===== src/rtl/pipe_stage_fifo.sv =====
// -----------------------------------------------------------------------------
// pipe_stage_fifo
// Elastic inter-stage buffer for the RV64 pipeline. It replaces a single-register
// stage latch with a DEPTH-entry circular buffer. The buffer has a valid/ready
// handshake on both sides, a whole-stage flush, explicit bubble signalling and
// a saturating counter of downstream stall cycles.
//
// Parameters
//   DATA_W : payload width (packed stage struct), >= 1
//   DEPTH  : number of entries, >= 1, any value (need not be a power of two)
//   CNT_W  : width of the saturating stall counter
//
// Ports
//   clk           in   rising-edge clock
//   reset         in   synchronous, active-high; overrides flush and transfers
//   in_valid      in   upstream presents in_data
//   in_ready      out  buffer can accept this cycle (count < DEPTH)
//   in_data       in   payload from upstream
//   flush         in   drop all held entries and this cycle's input
//   out_valid     out  head entry available downstream
//   out_ready     in   downstream consumes the head this cycle
//   out_data      out  head payload, all-zero while out_valid=0
//   out_is_bubble out  !out_valid
//   count         out  number of held entries
//   stall_cycles  out  saturating count of cycles with out_valid & !out_ready
// -----------------------------------------------------------------------------
module pipe_stage_fifo #(
   parameter int DATA_W = 256,
   parameter int DEPTH  = 2,
   parameter int CNT_W  = 32,
   localparam int CNT_OUT_W = $clog2(DEPTH + 1),
   localparam int PTR_W     = (DEPTH > 1) ? $clog2(DEPTH) : 1
) (
   input  logic                 clk,
   input  logic                 reset,
   input  logic                 in_valid,
   output logic                 in_ready,
   input  logic [DATA_W-1:0]    in_data,
   input  logic                 flush,
   output logic                 out_valid,
   input  logic                 out_ready,
   output logic [DATA_W-1:0]    out_data,
   output logic                 out_is_bubble,
   output logic [CNT_OUT_W-1:0] count,
   output logic [CNT_W-1:0]     stall_cycles
);

   localparam logic [PTR_W-1:0]     LAST_PTR  = PTR_W'(DEPTH - 1);
   localparam logic [CNT_OUT_W-1:0] FULL_CNT  = CNT_OUT_W'(DEPTH);
   localparam logic [CNT_W-1:0]     STALL_MAX = '1;

   logic [DATA_W-1:0] mem [DEPTH];
   logic [PTR_W-1:0]  head;
   logic [PTR_W-1:0]  tail;
   logic              enq;
   logic              deq;

   // Explicit wrap compare so non-power-of-two depths work.
   function automatic logic [PTR_W-1:0] next_ptr(input logic [PTR_W-1:0] p);
      next_ptr = (p == LAST_PTR) ? '0 : p + 1'b1;
   endfunction

   // in_ready depends only on registered count: a full buffer cannot accept
   // and dequeue in the same cycle, which halves DEPTH=1 throughput.
   assign in_ready      = (count < FULL_CNT);
   assign out_valid     = (count != '0);
   assign out_is_bubble = ~out_valid;

   // A bubble must decode as an inert instruction, so gate stale data to zero.
   assign out_data = out_valid ? mem[head] : '0;

   assign enq = in_valid & in_ready & ~flush;
   assign deq = out_valid & out_ready & ~flush;

   // Payload storage needs no reset: it is only visible through the count gate.
   always_ff @(posedge clk) begin
      if (!reset && enq) begin
         mem[tail] <= in_data;
      end
   end

   always_ff @(posedge clk) begin
      if (reset) begin
         head  <= '0;
         tail  <= '0;
         count <= '0;
      end else if (flush) begin
         head  <= '0;
         tail  <= '0;
         count <= '0;
      end else begin
         if (enq) begin
            tail <= next_ptr(tail);
         end
         if (deq) begin
            head <= next_ptr(head);
         end
         case ({enq, deq})
            2'b10:   count <= count + 1'b1;
            2'b01:   count <= count - 1'b1;
            default: count <= count;
         endcase
      end
   end

   always_ff @(posedge clk) begin
      if (reset) begin
         stall_cycles <= '0;
      end else if (out_valid && !out_ready && !flush && (stall_cycles != STALL_MAX)) begin
         stall_cycles <= stall_cycles + 1'b1;
      end
   end

endmodule


===== config.mk =====
export PLATFORM = sky130hd
export DESIGN_NAME = pipe_stage_fifo
export DESIGN_NICKNAME = d
export VERILOG_FILES = /design/src/rtl/pipe_stage_fifo.sv
export SDC_FILE = /design/constraint.sdc
export NUM_CORES = 1
export LEC_CHECK = 0
export BUFFER_PORTS_ARGS = -buffer_cell sky130_fd_sc_hd__buf_2
export CAP_MARGIN = 20
export CORE_MARGIN = 10
export CORE_UTILIZATION = 41
export CTS_CLUSTER_DIAMETER = 50
export CTS_CLUSTER_SIZE = 12
export DETAILED_ROUTE_END_ITERATION = 10
export GPL_ROUTABILITY_DRIVEN = 1
export PLACE_DENSITY = 0.67
export SETUP_SLACK_MARGIN = 0.15
export SYNTH_ARGS = -nofsm -noshare
export SYNTH_HDL_FRONTEND = slang
export SYNTH_SLANG_ARGS = --single-unit

===== constraint.sdc =====
create_clock -name clk -period 23.2 [get_ports clk]
set_input_delay 2.32 -clock clk [delete_from_list [all_inputs] [get_ports clk]]
set_output_delay 2.32 -clock clk [all_outputs]
set_load 0.005 [all_outputs]

==> reports/metrics.csv <==
metric;value;unit
status;finished, final reports clean;
highest clock rate;0.161;GHz
antenna-violating nets left;0;
# resized after CTS;0;
Mapped Area;0.0211;sq mm
WS Path Type;flop to primary output;
Worst Tran Pin Value;1.08;ns
clk sink count;549;
DRT Wirelength;56400;um
final worst path period need;6.20;ns
CTS Buf Count;60;
Clk Latency, worst-skew pair;0.59;ns
Layout Utilization;51.7;%
cell mode on critical path;buf_4;
Critical Path Fanout Max;65;
CTS root buf;clkbuf_16;
worst reg-to-reg setup slack;20.33;ns
vias per inst;5.02;
Clk pin slew, worst setup/hold paths;0.06;ns
Die Area;0.0609;sq mm
Gate power share;4.1;%
Peak supply drop;0.0660;mV
drt initial violations;807;
hold-fix buffers at CTS;0;
Yosys cell types;44;
max-cap violations;0;
FF-to-FF Start;count[1];
vias in the first global route;13600;
Internal;1660;uW
global-route usage over all layers;17.7;%
Hold Path Class;flop to flop;
Leak;0.00969;uW
Worst Reg-to-Reg Cells;5;
Rows;83;
syn_nets;1575;
setup TNS;0;ns
count of flip-flops with a built-in enable after synthesis;512;
Setup Skew;0.0154;ns
NumNets Final;2139;
core area;0.0511;sq mm
most common cell after layout, fill and taps aside;buf_2;
Area growth syn-to-layout;25.5;%
global-route wire length before repair;82300;um
Avg Cell Area, Syn;16.1;sq um
area leader, netlist;edfxtp_1;
FF-to-FF End;mem[1][106];
Post-CTS Setup Inserts;0;
Die H;247;um
dpl hpwl;40300;um
relative slew slack;28.2;%
top area cells in the synthesized netlist;edfxtp_1 73%, mux2i_1 12%, nor2_1 4.9%;
critical path data required time;20.88;ns
largest net degree at the start of global routing;97;
Hold Path Sink;stall_cycles[3];
crit path cell chain;buf_4, buf_4, mux2i_1, nor2_1, buf_2;
post-synth top area share;73.0;%
Port-buffer cells;553;
PD cells;78.6;mW/mm^2
NetSw;420;uW
part of the cycle the worst path needs;26.7;%
RSZ-0062 raised after global routing;false;
fillers;4325;
Arr. time, crit path;3.88;ns
IO Pins;554;
CTS tree;built;
Slew Limit Fails;0;
crit start category;flop;
Reg area;0.0161;sq mm
initial antenna violation count;25;
Sw Ratio;20.2;%
Hold Startpoint;stall_cycles[3];
sequential power share;53.2;%
maximum root-to-sink buffer count;3;
slowest CP cell;dfxtp_4;
Final Hold Viols;0;
Setup Viol. Count Final;0;
GR Overflow Total;0;
Starting Density;41.2;%
PnR Total Power;2080;uW
share of cells above drive strength 1;35.0;%
#FFs+latches synth;549;
DRC;0;
post-synthesis sequential area ratio;76.5;%
yosys warns;0;
fraction of registers with async set/reset;0;%
Final GP Congestion;0.897;
crit end category;primary output;
via count;13000;
Synth Instances;1312;
Clk pwr share;42.7;%
drt first pass iters;4;
# H-tree levels;2;
most frequent cells in the layout;553 x buf_2, 512 x edfxtp_1, 276 x nor2_1;
Multi-input gate area;0.00470;sq mm
Critical Path Max Stage Delay;0.92;ns
ys flop type;edfxtp_1;
DR WL/cell;21.7;um
die width;247;um
Hold Path Depth;2;
-- cell families (layout without fill, tap and decap cells) --
kind of cell             Yosys count  in the layout  synth area share [%]
flip-flops                       549            549                  76.5
AND/OR/NAND/NOR                  372            372                  7.89
multiplexers                     258            258                  12.3
buffers and inverters             70            663                  1.26
AO/OA/AOI/OAI                     46             46                  1.32
XOR/XNOR                          15             15                 0.624
adder cells (fa/ha/maj)            2              2                 0.119
other                              0             14                     0
-- worst max-delay path: cells and delay by family, from the launching register on --
kind / cells / cell delay [ns]
buffers and inverters: 3 / 1.81
DFF: 1 / 0.92
muxes: 1 / 0.30
and+or+nand+nor: 1 / 0.06
-- stage by stage --
step / instance area (sq um) / std cells / setup slack [ns] / hold WS [ns]
2_1_floorplan: 21100 / 1312 / 0.785 / 0.490
3_3_place_gp: 24600 / 2494 / 17.64 / 0.490
3_5_place_dp: 24600 / 2494 / 17.57 / 0.511
4_1_cts: 26400 / 2585 / 16.89 / 0.518
5_1_grt: 26400 / 2593 / 16.76 / 0.537
6_report: 26400 / 2599 / 17.00 / 0.521
-- sequential cells by signal (all words and copies together), names as in the netlist, named ones only --
name / cells
tail: 1
mem: 512
head: 1
count: 2
stall_cycles: 32
-- power by group through the flow --
stage / Combinational [uW] / Clock, uW / Sequential (uW)
floorplan: 34.3 / 0 / 1140
global placement: 84.4 / 0 / 1130
global route: 95.4 / 955 / 1110
detailed placement: 87.1 / 0 / 1130
CTS: 87.5 / 913 / 1110
finish: 85.8 / 887 / 1110
-- final cells by class --
cell class,instances,area share (%)
diodes,14,0.133
clock buffers,71,6.08
clock inverters,20,0.857
inverters,4,0.0852
multi-input cells,693,17.8
flip-flops and latches,549,61.0
well taps,680,3.22
repair buffers,568,10.9
-- per-layer routing --
layer	vias up	track usage (%)	part of all wire [%]
li1	6058	-	-
met1	6352	19.6	36
met2	472	30.2	51
met3	136	7.02	9.5
met4	26	7.07	3.5
met5	-	0	0.29
-- how the worst max path moves through the flow --
stage          start            end  slack (ns)  depth (start not counted)
6_report        flop  out_data[154]       17.00                          5
5_1_grt         flop  out_data[167]       16.76                          5
4_1_cts         flop  out_data[154]       16.89                          5
3_5_place_dp    flop  out_data[154]       17.57                          5
3_3_place_gp    flop  out_data[165]       17.64                          5
2_1_floorplan  flush      mem[1][0]        0.78                          4
-- cell usage after synthesis, types with 2 or more instances --
master	instances
o31ai_1	11
nand4_2	4
nor2_1	276
clkbuf_1	56
nor2b_1	2
inv_1	3
nor3_1	11
buf_2	3
edfxtp_1	512
a211oi_1	3
nor4_4	2
buf_1	7
and3_1	2
xnor2_1	10
nand3_1	13
a21oi_1	20
nand2_1	17
nor4_1	4
ha_1	2
o21ai_0	8
or3_1	9
mux2i_1	256
xor2_1	5
nand4_1	8
or2_2	2
or4_1	12
dfxtp_1	37
Power figures use the tool's default switching activity.
